`src/rtl/cache_mem_arbiter_if.sv`:
```
// Bus bundle between the two cache fill engines, the shared main memory and
// the arbiter. The arbiter connects through the slave modport; the cache and
// memory side (or a bench standing in for them) uses the master modport.
interface cache_mem_arbiter_if #(
  parameter int ADDR_W = 16,
  parameter int DATA_W = 16,
  parameter int IDX_W  = 3
);
  // I-cache fill requester
  logic              i_req;
  logic [ADDR_W-1:0] i_addr;
  logic              i_fill_valid;
  logic              i_busy;
  logic              i_done;

  // D-cache fill / write-through requester
  logic              d_req;
  logic              d_wr;
  logic [ADDR_W-1:0] d_addr;
  logic [DATA_W-1:0] d_wdata;
  logic              d_fill_valid;
  logic              d_busy;
  logic              d_done;

  // Shared return path to whichever cache owns the current fill
  logic [DATA_W-1:0] fill_data;
  logic [IDX_W-1:0]  fill_word;

  // Main memory port
  logic              mem_enable;
  logic              mem_wr;
  logic [ADDR_W-1:0] mem_addr;
  logic [DATA_W-1:0] mem_wdata;
  logic [DATA_W-1:0] mem_rdata;
  logic              mem_data_valid;

  modport slave (
    input  i_req, i_addr, d_req, d_wr, d_addr, d_wdata, mem_rdata, mem_data_valid,
    output i_fill_valid, i_busy, i_done, d_fill_valid, d_busy, d_done,
           fill_data, fill_word, mem_enable, mem_wr, mem_addr, mem_wdata
  );

  modport master (
    output i_req, i_addr, d_req, d_wr, d_addr, d_wdata, mem_rdata, mem_data_valid,
    input  i_fill_valid, i_busy, i_done, d_fill_valid, d_busy, d_done,
           fill_data, fill_word, mem_enable, mem_wr, mem_addr, mem_wdata
  );
endinterface

```
`src/rtl/cache_mem_arbiter.sv`:
```
// Arbiter sharing one pipelined main memory between the I-cache fill path and
// the D-cache fill / write-through path. A grant runs to completion; a fill
// issues one read per word of the block back to back and forwards each
// returned word with its index. Round-robin on ties, and a requester is masked
// for the one idle cycle after its done pulse because it drops req late.
module cache_mem_arbiter #(
  parameter int ADDR_W          = 16,
  parameter int DATA_W          = 16,
  parameter int WORDS_PER_BLOCK = 8
) (
  input logic           clk,
  input logic           rst,
  cache_mem_arbiter_if.slave bus
);

  localparam int IDX_W = $clog2(WORDS_PER_BLOCK);
  localparam int CNT_W = IDX_W + 1;
  // Byte offset bits inside a block: word index plus the byte-in-word bit.
  localparam int OFF_W = IDX_W + 1;
  localparam logic [CNT_W-1:0] ISSUE_END = CNT_W'(WORDS_PER_BLOCK);
  localparam logic [IDX_W-1:0] RECV_LAST = IDX_W'(WORDS_PER_BLOCK - 1);

  typedef enum logic [1:0] {IDLE, I_FILL, D_FILL, D_WRITE} state_t;

  state_t            state_q, state_d;
  logic [CNT_W-1:0]  issue_cnt_q, issue_cnt_d;
  logic [IDX_W-1:0]  recv_cnt_q, recv_cnt_d;
  logic              last_d_q, last_d_d;     // 1: D was served last
  logic              mask_i_q, mask_i_d;
  logic              mask_d_q, mask_d_d;
  logic [ADDR_W-1:0] addr_q, addr_d;
  logic [DATA_W-1:0] wdata_q, wdata_d;

  logic elig_i, elig_d;
  logic grant_i, grant_d;
  logic in_fill, issuing, fill_hit, fill_last;

  // Arbitration and datapath qualifiers derived from current state
  always_comb begin
    elig_i    = bus.i_req & ~mask_i_q;
    elig_d    = bus.d_req & ~mask_d_q;
    // On a tie the requester that was not served last wins.
    grant_d   = (state_q == IDLE) & elig_d & (~elig_i | ~last_d_q);
    grant_i   = (state_q == IDLE) & elig_i & ~grant_d;
    in_fill   = (state_q == I_FILL) | (state_q == D_FILL);
    issuing   = in_fill & (issue_cnt_q < ISSUE_END);
    fill_hit  = in_fill & bus.mem_data_valid;
    fill_last = fill_hit & (recv_cnt_q == RECV_LAST);
  end

  // Next-state: grants, counters, round-robin history and done masking
  always_comb begin
    state_d     = state_q;
    issue_cnt_d = issue_cnt_q;
    recv_cnt_d  = recv_cnt_q;
    last_d_d    = last_d_q;
    mask_i_d    = 1'b0;
    mask_d_d    = 1'b0;
    addr_d      = addr_q;
    wdata_d     = wdata_q;
    case (state_q)
      IDLE: begin
        issue_cnt_d = '0;
        recv_cnt_d  = '0;
        if (grant_d) begin
          addr_d   = bus.d_addr;
          wdata_d  = bus.d_wdata;
          last_d_d = 1'b1;
          state_d  = bus.d_wr ? D_WRITE : D_FILL;
        end else if (grant_i) begin
          addr_d   = bus.i_addr;
          last_d_d = 1'b0;
          state_d  = I_FILL;
        end
      end
      I_FILL, D_FILL: begin
        if (issuing) begin
          issue_cnt_d = issue_cnt_q + 1'b1;
        end
        if (fill_hit) begin
          recv_cnt_d = recv_cnt_q + 1'b1;
        end
        if (fill_last) begin
          state_d     = IDLE;
          issue_cnt_d = '0;
          recv_cnt_d  = '0;
          mask_i_d    = (state_q == I_FILL);
          mask_d_d    = (state_q == D_FILL);
        end
      end
      D_WRITE: begin
        state_d  = IDLE;
        mask_d_d = 1'b1;
      end
      default: begin
        state_d     = IDLE;
        issue_cnt_d = '0;
        recv_cnt_d  = '0;
      end
    endcase
  end

  // Control state register; reset abandons any transaction without a done
  always_ff @(posedge clk) begin
    if (rst) begin
      state_q     <= IDLE;
      issue_cnt_q <= '0;
      recv_cnt_q  <= '0;
      last_d_q    <= 1'b0;
      mask_i_q    <= 1'b0;
      mask_d_q    <= 1'b0;
    end else begin
      state_q     <= state_d;
      issue_cnt_q <= issue_cnt_d;
      recv_cnt_q  <= recv_cnt_d;
      last_d_q    <= last_d_d;
      mask_i_q    <= mask_i_d;
      mask_d_q    <= mask_d_d;
    end
  end

  // Latched request address and write data, captured only at grant
  always_ff @(posedge clk) begin
    addr_q  <= addr_d;
    wdata_q <= wdata_d;
  end

  // Bus outputs decoded from state; fill return is a same-cycle pass-through
  always_comb begin
    bus.mem_enable   = 1'b0;
    bus.mem_wr       = 1'b0;
    bus.mem_addr     = '0;
    bus.mem_wdata    = '0;
    bus.fill_data    = '0;
    bus.fill_word    = '0;
    bus.i_fill_valid = 1'b0;
    bus.d_fill_valid = 1'b0;
    bus.i_busy       = grant_i | (state_q == I_FILL);
    bus.d_busy       = grant_d | (state_q == D_FILL) | (state_q == D_WRITE);
    bus.i_done       = fill_last & (state_q == I_FILL);
    bus.d_done       = (fill_last & (state_q == D_FILL)) | (state_q == D_WRITE);
    if (issuing) begin
      // Block base with the word index spliced in: base + 2*index, never
      // carrying out of the block.
      bus.mem_enable = 1'b1;
      bus.mem_addr   = {addr_q[ADDR_W-1:OFF_W], issue_cnt_q[IDX_W-1:0], 1'b0};
    end else if (state_q == D_WRITE) begin
      bus.mem_enable = 1'b1;
      bus.mem_wr     = 1'b1;
      bus.mem_addr   = addr_q;
      bus.mem_wdata  = wdata_q;
    end
    if (fill_hit) begin
      bus.fill_data    = bus.mem_rdata;
      bus.fill_word    = recv_cnt_q;
      bus.i_fill_valid = (state_q == I_FILL);
      bus.d_fill_valid = (state_q == D_FILL);
    end
  end

endmodule
```
`src/flat_wrapper.sv`:
```
// flat-port wrapper written by rule: the top's interface ports become plain ports
module cache_mem_arbiter_flat 
#(
  parameter int ADDR_W          = 16,
  parameter int DATA_W          = 16,
  parameter int WORDS_PER_BLOCK = 8
)
  (clk, rst, bus_i_req, bus_i_addr, bus_d_req, bus_d_wr, bus_d_addr, bus_d_wdata, bus_mem_rdata, bus_mem_data_valid, bus_i_fill_valid, bus_i_busy, bus_i_done, bus_d_fill_valid, bus_d_busy, bus_d_done, bus_fill_data, bus_fill_word, bus_mem_enable, bus_mem_wr, bus_mem_addr, bus_mem_wdata);
  cache_mem_arbiter_if #(.ADDR_W(ADDR_W), .DATA_W(DATA_W)) bus_i ();
  input logic clk;
  input logic rst;
  input wire logic [$bits(bus_i.i_req)-1:0] bus_i_req;
  input wire logic [$bits(bus_i.i_addr)-1:0] bus_i_addr;
  input wire logic [$bits(bus_i.d_req)-1:0] bus_d_req;
  input wire logic [$bits(bus_i.d_wr)-1:0] bus_d_wr;
  input wire logic [$bits(bus_i.d_addr)-1:0] bus_d_addr;
  input wire logic [$bits(bus_i.d_wdata)-1:0] bus_d_wdata;
  input wire logic [$bits(bus_i.mem_rdata)-1:0] bus_mem_rdata;
  input wire logic [$bits(bus_i.mem_data_valid)-1:0] bus_mem_data_valid;
  output wire logic [$bits(bus_i.i_fill_valid)-1:0] bus_i_fill_valid;
  output wire logic [$bits(bus_i.i_busy)-1:0] bus_i_busy;
  output wire logic [$bits(bus_i.i_done)-1:0] bus_i_done;
  output wire logic [$bits(bus_i.d_fill_valid)-1:0] bus_d_fill_valid;
  output wire logic [$bits(bus_i.d_busy)-1:0] bus_d_busy;
  output wire logic [$bits(bus_i.d_done)-1:0] bus_d_done;
  output wire logic [$bits(bus_i.fill_data)-1:0] bus_fill_data;
  output wire logic [$bits(bus_i.fill_word)-1:0] bus_fill_word;
  output wire logic [$bits(bus_i.mem_enable)-1:0] bus_mem_enable;
  output wire logic [$bits(bus_i.mem_wr)-1:0] bus_mem_wr;
  output wire logic [$bits(bus_i.mem_addr)-1:0] bus_mem_addr;
  output wire logic [$bits(bus_i.mem_wdata)-1:0] bus_mem_wdata;
  assign bus_i.i_req = bus_i_req;
  assign bus_i.i_addr = bus_i_addr;
  assign bus_i.d_req = bus_d_req;
  assign bus_i.d_wr = bus_d_wr;
  assign bus_i.d_addr = bus_d_addr;
  assign bus_i.d_wdata = bus_d_wdata;
  assign bus_i.mem_rdata = bus_mem_rdata;
  assign bus_i.mem_data_valid = bus_mem_data_valid;
  assign bus_i_fill_valid = bus_i.i_fill_valid;
  assign bus_i_busy = bus_i.i_busy;
  assign bus_i_done = bus_i.i_done;
  assign bus_d_fill_valid = bus_i.d_fill_valid;
  assign bus_d_busy = bus_i.d_busy;
  assign bus_d_done = bus_i.d_done;
  assign bus_fill_data = bus_i.fill_data;
  assign bus_fill_word = bus_i.fill_word;
  assign bus_mem_enable = bus_i.mem_enable;
  assign bus_mem_wr = bus_i.mem_wr;
  assign bus_mem_addr = bus_i.mem_addr;
  assign bus_mem_wdata = bus_i.mem_wdata;
  cache_mem_arbiter #(.ADDR_W(ADDR_W), .DATA_W(DATA_W), .WORDS_PER_BLOCK(WORDS_PER_BLOCK)) u_core (.clk(clk), .rst(rst), .bus(bus_i));
endmodule
```
`config.mk`:
```
export PLATFORM = sky130hd
export DESIGN_NAME = cache_mem_arbiter_flat
export DESIGN_NICKNAME = d
export VERILOG_FILES = /design/src/rtl/cache_mem_arbiter_if.sv /design/src/rtl/cache_mem_arbiter.sv /design/src/flat_wrapper.sv
export SDC_FILE = /design/constraint.sdc
export NUM_CORES = 1
export LEC_CHECK = 0
export BUFFER_PORTS_ARGS = -buffer_cell sky130_fd_sc_hd__clkbuf_2
export CAP_MARGIN = 30
export CORE_MARGIN = 3
export CORE_UTILIZATION = 44
export DETAILED_ROUTE_END_ITERATION = 8
export PLACE_DENSITY = 0.9
export SETUP_SLACK_MARGIN = 0.5
export SYNTH_ARGS = -nofsm -noshare
export SYNTH_HDL_FRONTEND = slang
export SYNTH_SLANG_ARGS = --single-unit
export TNS_END_PERCENT = 50
```
`constraint.sdc`:
```
create_clock -name clk -period 3.4 [get_ports clk]
set_clock_uncertainty 0.1 [all_clocks]
set_input_delay 0.51 -clock clk [delete_from_list [all_inputs] [get_ports clk]]
set_output_delay 0.51 -clock clk [all_outputs]
set_load 0.005 [all_outputs]
```
==> metrics, run 1 <==
first-pass GRT wire length=8450 microns; setup TNS=0 ns; pin count of the biggest net entering global routing=25; Cells after Synth=196; Req. time, crit path=2.79 ns; Max Buffers Root-to-Sink=2; die width=78.7 microns; vias in the first global route=1,848; clock root buffer=clkbuf_8; Die Footprint=0.00619 sq mm; slowest CP cell=nand3_2; worst path bufs/invs=2; final hold slack=0.286 ns; ordered cell list for the critical path=inv_1 -> ha_1 -> nand3_2 -> a31o_2 -> clkbuf_2; Async SR Flop Fraction=0%; Detailed Routing Iterations Pass 1=4; Post-synth EDFFs=32; Core Util, Final=63.4%; H-tree Lvls=2; Ys Warns=0; Core ar.=0.00491 sq mm; PD cells=747 mW/mm^2; layout cells sized above 1=52.9%; setup bufs post-CTS=0; Initial Util=47.3%; row cnt=25; post-layout worst setup margin=0.638 ns; Routed Antenna Nets=0; via/cell ratio=4.93; final WL=5470 microns; Final Hold Vio Count=0; GR Overflow Total=0; Clock Pin Slew Worst Setup and Hold Paths=0.09 ns; Syn Nets=274; max-cap viol count=0; Pleak=1.53 nW; Area growth syn-to-layout=33.9%; TritonCTS buffer count=5; synth unique cells=38; Final Max Slew Viols=0; Seq cells post-synth=44; Placer Congestion=0.784; run status=completed; routed length per instance=14.0 microns; crit-path leading delay family=simple AND/OR/NAND/NOR gates; Post-Syn Area=0.00232 sq mm; crit path DAT=2.15 ns; # DRC=0; syn_area_per_cell=11.9 sq um; ys flop type=edfxtp_1; via count=1,922; I/O Pins=129; number of port buffers=128; critical path endpoint category=primary output; path type of the worst setup path=reg -> out; Iter 0 DRT Violations=105; all-layer global routing usage=17.2%; worst min path class=in -> reg; antenna cell count=0; die height=78.7 microns; initial antenna violation count=0; Fmax=362 MHz; total power=2.32 mW; unrepaired setup endpoints after global routing=true; slowest stage delay, CP=0.51 ns; relative slew slack=37.1%; min Tclk post-route=2.76 ns; Worst-Margin Slew=0.938 ns; Worst-Skew Late Latency=0.29 ns; Max VDD drop=0.434 mV; CTS tree=built; crit-path max FO=20; Final Setup Violations=0; startpoint types=flop; pre-CTS WS=0.649 ns; register area share after synthesis=51.7%; nets@finish=400; DP HPWL=4250 microns; crit share post-route=81.2%; clock sink count=44
-- cell families after synthesis --
family,count (synthesis),synth area share (%)
buf+inv,16,3.98
fa+ha+maj,8,4.31
simple gates,89,24.8
mux,17,8.19
flops,44,51.7
compound gates,22,7.06
-- worst reg2reg max path: stages, from the launching register on --
cell	delay, ns
dfxtp_1	0.36
inv_1	0.10
ha_1	0.35
nand3_2	0.51
inv_1	0.67
-- synthesized netlist by cell type (2+ instances only) --
library cell | n | area share (%)
and2_1 | 19 | 5.1
and3_1 | 21 | 5.7
o2bb2ai_1 | 2 | 0.75
o32ai_1 | 2 | 0.75
nand3b_1 | 2 | 0.65
inv_1 | 6 | 0.97
a31o_2 | 2 | 0.75
and2b_1 | 3 | 0.97
nor3b_1 | 2 | 0.65
buf_2 | 2 | 0.43
nor2b_2 | 7 | 2.6
dfxtp_1 | 12 | 10
clkbuf_1 | 4 | 0.65
nor2b_1 | 4 | 1.1
a21oi_1 | 4 | 0.86
nand2_1 | 13 | 2.1
edfxtp_1 | 32 | 41
nand2b_1 | 3 | 0.81
buf_6 | 4 | 1.9
nor2b_4 | 3 | 1.8
o21ai_0 | 4 | 0.86
nor2_1 | 7 | 1.1
mux2_2 | 16 | 7.8
ha_1 | 8 | 4.3
-- through the flow --
stage                     cell area [sq um]  instances
after floorplan                        2320        196
after global placement                 2990        382
after detailed placement               2990        382
after CTS                              3110        390
after global routing                   3110        390
final                                  3110        390
-- repair_timing --
action                     4_1_cts  5_1_grt
gates resized for setup          1        1
hold buffers                     0        0
setup endpoints to repair       13        4
-- sequential cells by signal (all words and copies together) (netlist names) --
register	count
u_core.addr_q	16
u_core.wdata_q	16
u_core.issue_cnt_q	4
u_core.recv_cnt_q	3
u_core.state_q	2
u_core.last_d_q	1
u_core.mask_d_q	1
u_core.mask_i_q	1
-- power breakdown --
| part | switching [mW] | leakage, nW | internal (mW) |
|---|---|---|---|
| Sequential | 0.0584 | 0.407 | 0.797 |
| Combinational | 0.579 | 1.07 | 0.482 |
| Clock | 0.187 | 0.0548 | 0.221 |
-- placed cells by master, fill, tap and decap left out, drive strengths merged, types with 2 or more instances in the layout --
| cell | instances |
|---|---|
| a21oi | 4 |
| nand3b | 2 |
| clkbuf | 133 |
| edfxtp | 32 |
| a31o | 2 |
| nor3b | 3 |
| a21boi | 2 |
| o2bb2ai | 2 |
| dfxtp | 12 |
| nor2 | 7 |
| inv | 7 |
| ha | 8 |
| o21ai | 4 |
| nor2b | 14 |
| and3 | 21 |
| and2b | 3 |
| and2 | 20 |
| mux2 | 16 |
| nand2 | 13 |
| o32ai | 2 |
| nand2b | 3 |
-- worst paths after layout --
check	startpoint	end	slack, ns	cells after the start
setup / recovery	u_core.state_q[0]	bus_i_busy	0.64	5
hold / removal	bus_d_wdata[6]	u_core.wdata_q[6]	0.29	1
setup reg to reg	u_core.state_q[0]	u_core.wdata_q[1]	0.95	4
hold reg to reg	u_core.recv_cnt_q[0]	u_core.recv_cnt_q[0]	0.39	2
-- layout make-up --
cell class	instances	area, sq um
Tap cell	67	83.8
Multi-Input combinational cell	136	1040
Sequential cell	44	1200
Inverter	6	22.5
Clock inverter	3	46.3
Clock buffer	5	68.8
Timing Repair Buffer	129	648
Fill cell	424	1800
-- layer usage --
| layer | vias to the layer above | global-route usage [%] | wire (microns) |
|---|---|---|---|
| met5 | - | 0 | 0 |
| li1 | 947 | - | - |
| met2 | 78 | 29.8 | 2850 |
| met1 | 885 | 20.5 | 2140 |
| met3 | 12 | 4.70 | 382 |
| met4 | 0 | 5.42 | 96 |
No activity file was read; power rests on OpenSTA's default activity.
==> inputs of run 2 (changes only) <==
==> constraint.sdc (replaced) <==
create_clock -name clk -period 2.7 [get_ports clk]
set_clock_uncertainty 0.1 [all_clocks]
set_input_delay 0.405 -clock clk [delete_from_list [all_inputs] [get_ports clk]]
set_output_delay 0.405 -clock clk [all_outputs]
set_load 0.005 [all_outputs]
==> run 2 against run 1 <==
Combinational power grew 45%. Global-route usage up 0.83 points. Wire length grew 1.9%. Via count grew 1.5%. Flip-flop and latch count stayed put. Clock-buffer cell count unchanged. Cell area rose by 3.4%. Sequential power grew 26%. Setup slack got worse by 0.11 ns. Largest cell class unchanged. Highest routed layer unchanged.
==> metrics, run 2 (same netlist as run 1, synthesis figures left out) <==
run status=completed; pre-CTS WS=0.581 ns; Initial Util=47.3%; all-layer global routing usage=18.0%; H-tree Lvls=2; first-pass GRT wire length=8750 microns; # hold bufs at CTS=0; CTS tree=built; Fmax=460 MHz; placement-stage cell area=0.00301 sq mm; Die Footprint=0.00619 sq mm; setup TNS=0 ns; slowest stage delay, CP=0.37 ns; Final Instance Count excl. Fillers=398; Pleak=1.59 nW; Core ar.=0.00491 sq mm; Final Setup Violations=0; unrepaired setup endpoints after global routing=true; TritonCTS buffer count=5; nets@finish=408; ordered cell list for the critical path=inv_2 -> ha_4 -> nor2b_4 -> nor2_4 -> buf_6 -> and2b_1 -> clkbuf_2; final hold slack=0.189 ns; via count=1,950; clock sink count=44; Max Buffers Root-to-Sink=2; slowest CP cell=dfxtp_4; critical path endpoint category=primary output; max-cap viol count=0; placed insts=385; final instance area=0.00322 sq mm; min Tclk post-route=2.17 ns; Final Max Slew Viols=0; Iter 0 DRT Violations=93; Placer Congestion=0.749; Routed Antenna Nets=0; Detailed Routing Iterations Pass 1=4; most common cell after layout, fill and taps aside=clkbuf_2; layout cells sized above 1=55.9%; vias in the first global route=1,869; Core Util, Final=65.5%; Max VDD drop=0.612 mV; initial antenna violation count=0; I/O Pins=129; Worst-Skew Late Latency=0.29 ns; PD cells=964 mW/mm^2; relative slew slack=62.4%; antenna cell count=0; path type of the worst setup path=reg -> out; crit-path max FO=7; Filler Cells Inserted=391; row cnt=25; clock root buffer=clkbuf_8; Area growth syn-to-layout=38.5%; DP HPWL=4350 microns; most frequent cells in the layout=clkbuf_2 (124), edfxtp_1 (32), and3_1 (21), and2_1 (19), mux2_2 (16); post-layout worst setup margin=0.526 ns; worst path bufs/invs=3; die height=78.7 microns; Regs by FF count=u_core.addr_q x16, u_core.wdata_q x16, u_core.issue_cnt_q x4; # DRC=0; crit-path leading delay family=simple AND/OR/NAND/NOR gates; worst min path class=in -> reg; Clock Pin Slew Worst Setup and Hold Paths=0.08 ns; total power=3.10 mW; via/cell ratio=4.90; routed length per instance=14.0 microns; startpoint types=flop; Req. time, crit path=2.19 ns; crit path DAT=1.67 ns; pin count of the biggest net entering global routing=25; crit share post-route=80.5%; number of port buffers=128; die width=78.7 microns; GR Overflow Total=0; Worst-Margin Slew=0.564 ns; Final Hold Vio Count=0; final WL=5570 microns
[run 2: final timing paths]
path | start | to | cells past startpoint | slack, ns
hold / removal | bus_d_wdata[9] | u_core.wdata_q[9] | 1 | 0.19
setup / recovery | u_core.state_q[0] | bus_mem_addr[4] | 7 | 0.53
hold reg to reg | u_core.last_d_q | u_core.last_d_q | 1 | 0.39
setup reg to reg | u_core.state_q[1] | u_core.addr_q[2] | 5 | 0.95
[run 2: layer usage]
metal | share of wire, % | global-route usage, % | vias up
met5 | 0 | 0 | -
met4 | 0.95 | 4.37 | 0
met3 | 7.4 | 4.47 | 8
met2 | 55 | 32.3 | 70
met1 | 37 | 21.4 | 907
li1 | - | - | 965
[run 2: repair_timing]
action / 4_1_cts / 5_1_grt
cloned: 1 / 0
buffers inserted: 4 / 0
endpoints found under the setup margin: 35 / 35
pin swaps: 0 / 1
resized for setup: 10 / 13
[run 2: area by class of cell]
| class | count | area, sq um | share of cell area, % |
|---|---|---|---|
| multi-input combinational | 136 | 1060 | 33.1 |
| clock inverter | 3 | 37.5 | 1.17 |
| tap | 67 | 83.8 | 2.60 |
| clock buffer | 5 | 68.8 | 2.14 |
| inverter | 6 | 25.0 | 0.778 |
| timing repair buffer | 137 | 729 | 22.7 |
| sequential | 44 | 1210 | 37.6 |
[run 2: worst register-to-register path: stages (launching register included)]
cell and delay (ns):
dfxtp_4 0.38, inv_4 0.05, ha_4 0.19, nand3_2 0.15, buf_4 0.26, mux2_2 0.38
[run 2: report_power, final]
part	total [mW]	switching, mW	internal, mW	leakage (nW)
Sequential	1.08	0.0743	1.01	0.408
Clock	0.478	0.209	0.269	0.0532
Combinational	1.54	0.781	0.759	1.12
==> inputs of run 3 (changes only) <==
==> constraint.sdc (replaced) <==
create_clock -name clk -period 2.3 [get_ports clk]
set_clock_uncertainty 0.1 [all_clocks]
set_input_delay 0.345 -clock clk [delete_from_list [all_inputs] [get_ports clk]]
set_output_delay 0.345 -clock clk [all_outputs]
set_load 0.005 [all_outputs]
==> run 3 against run 2 <==
Combinational power increased by 68%. Critical endpoint is now bus_mem_addr[2]. Critical path depth increased by 1. Cell count increased by 4.8%.
==> metrics, run 3 (same netlist as run 1, synthesis figures left out) <==
nets@finish=427; H-tree Lvls=2; crit share post-route=93.6%; relative slew slack=75.1%; Pleak=1.74 nW; crit-path leading delay family=buffers and inverters; Fmax=465 MHz; Clock Pin Slew Worst Setup and Hold Paths=0.09 ns; routed length per instance=15.8 microns; final hold slack=0.107 ns; Final Instance Count excl. Fillers=417; most frequent cells in the layout=clkbuf_2 (114), edfxtp_1 (32), and3_1 (18), mux2_2 (16), buf_4 (16); pre-CTS WS=0.245 ns; Max Buffers Root-to-Sink=2; Core Util, Final=72.8%; crit path DAT=1.71 ns; post-layout worst setup margin=0.147 ns; Iter 0 DRT Violations=89; Core ar.=0.00491 sq mm; worst path bufs/invs=4; crit-path max FO=5; final instance area=0.00357 sq mm; placed insts=386; Detailed Routing Iterations Pass 1=4; max-cap viol count=0; run status=completed; slowest CP cell=dfxtp_4; pin count of the biggest net entering global routing=25; critical path endpoint category=primary output; slowest stage delay, CP=0.38 ns; first-pass GRT wire length=10,000 microns; setup TNS=0 ns; Initial Util=47.3%; row cnt=25; via count=2,052; Die Footprint=0.00619 sq mm; # DRC=0; Final Setup Violations=0; die width=78.7 microns; vias in the first global route=2,115; all-layer global routing usage=20.9%; antenna cell count=0; Regs by FF count=u_core.addr_q x16, u_core.wdata_q x16, u_core.issue_cnt_q x4; Final Max Slew Viols=0; Placer Congestion=0.814; Area growth syn-to-layout=53.9%; via/cell ratio=4.92; startpoint types=flop; final WL=6580 microns; PD cells=1250 mW/mm^2; Routed Antenna Nets=0; ordered cell list for the critical path=inv_4 -> ha_4 -> nor2b_4 -> buf_12 -> buf_6 -> nand2_2 -> o21ai_1 -> buf_2; I/O Pins=129; die height=78.7 microns; initial antenna violation count=0; TritonCTS buffer count=5; unrepaired setup endpoints after global routing=true; placement-stage cell area=0.00306 sq mm; Max VDD drop=0.669 mV; clock sink count=44; Req. time, crit path=1.86 ns; total power=4.47 mW; clock root buffer=clkbuf_8; path type of the worst setup path=reg -> out; Worst-Margin Slew=0.373 ns; Final Hold Vio Count=0; number of port buffers=128; CTS tree=built; layout cells sized above 1=62.9%; worst min path class=in -> reg; Filler Cells Inserted=348; GR Overflow Total=0; most common cell after layout, fill and taps aside=clkbuf_2; Worst-Skew Late Latency=0.30 ns; DP HPWL=4290 microns; min Tclk post-route=2.15 ns
run 3: changes by cell type in the layout (fill, tap and decap cells not counted), sizes merged:
cell    previous run  this run
buf               13        40
nor2b             14        16
clkbuf           129       119
run 3: per-layer routing:
metal  GRT usage [%]  up-vias  routed length, microns
met5               0        -                       0
met4            8.39        0                     106
met3            4.93        9                     467
met2            37.9       72                    3580
met1            23.4      961                    2430
li1                -     1010                       -
run 3: power by group:
| group | leakage [nW] | internal (mW) | total, mW | switching [mW] |
|---|---|---|---|---|
| clock network | 0.0583 | 0.327 | 0.606 | 0.279 |
| registers | 0.408 | 1.18 | 1.28 | 0.0982 |
| logic | 1.27 | 1.40 | 2.58 | 1.18 |
| total | 1.74 | 2.91 | 4.47 | 1.56 |
run 3: worst register-to-register path: cells and delay by family, from the launching register on:
kind | cells | cell delay [ns]
buf+inv | 5 | 0.55
compound gates | 1 | 0.20
simple gates | 2 | 0.19
flops | 1 | 0.38
fa+ha+maj | 1 | 0.23
run 3: timing repair:
action                                  in CTS  in global routing
endpoints found under the setup margin      74                 61
pin swaps                                   12                  9
resized for setup                           34                 28
buffers inserted                            17                  2
hold buffers                                 0                  0
gates cloned                                 4                  0
run 3: area by class of cell:
type                            count  area, sq um  share of cell area [%]
Tap cell                           67         83.8                    2.35
Clock buffer                        5         68.8                    1.93
Sequential cell                    44         1210                    33.8
Multi-Input combinational cell    138         1170                    32.7
Timing Repair Buffer              154          970                    27.1
Inverter                            6         27.5                   0.770
Clock inverter                      3         47.5                    1.33
run 3: path summary, 6_finish.rpt:
| check | from | endpoint | slack (ns) | cells after the start |
|---|---|---|---|---|
| max | u_core.state_q[0] | bus_mem_addr[2] | 0.15 | 8 |
| min | bus_d_wdata[8] | u_core.wdata_q[8] | 0.11 | 1 |
| max reg2reg | u_core.state_q[0] | u_core.recv_cnt_q[2] | 0.52 | 9 |
| min reg2reg | u_core.last_d_q | u_core.last_d_q | 0.39 | 1 |
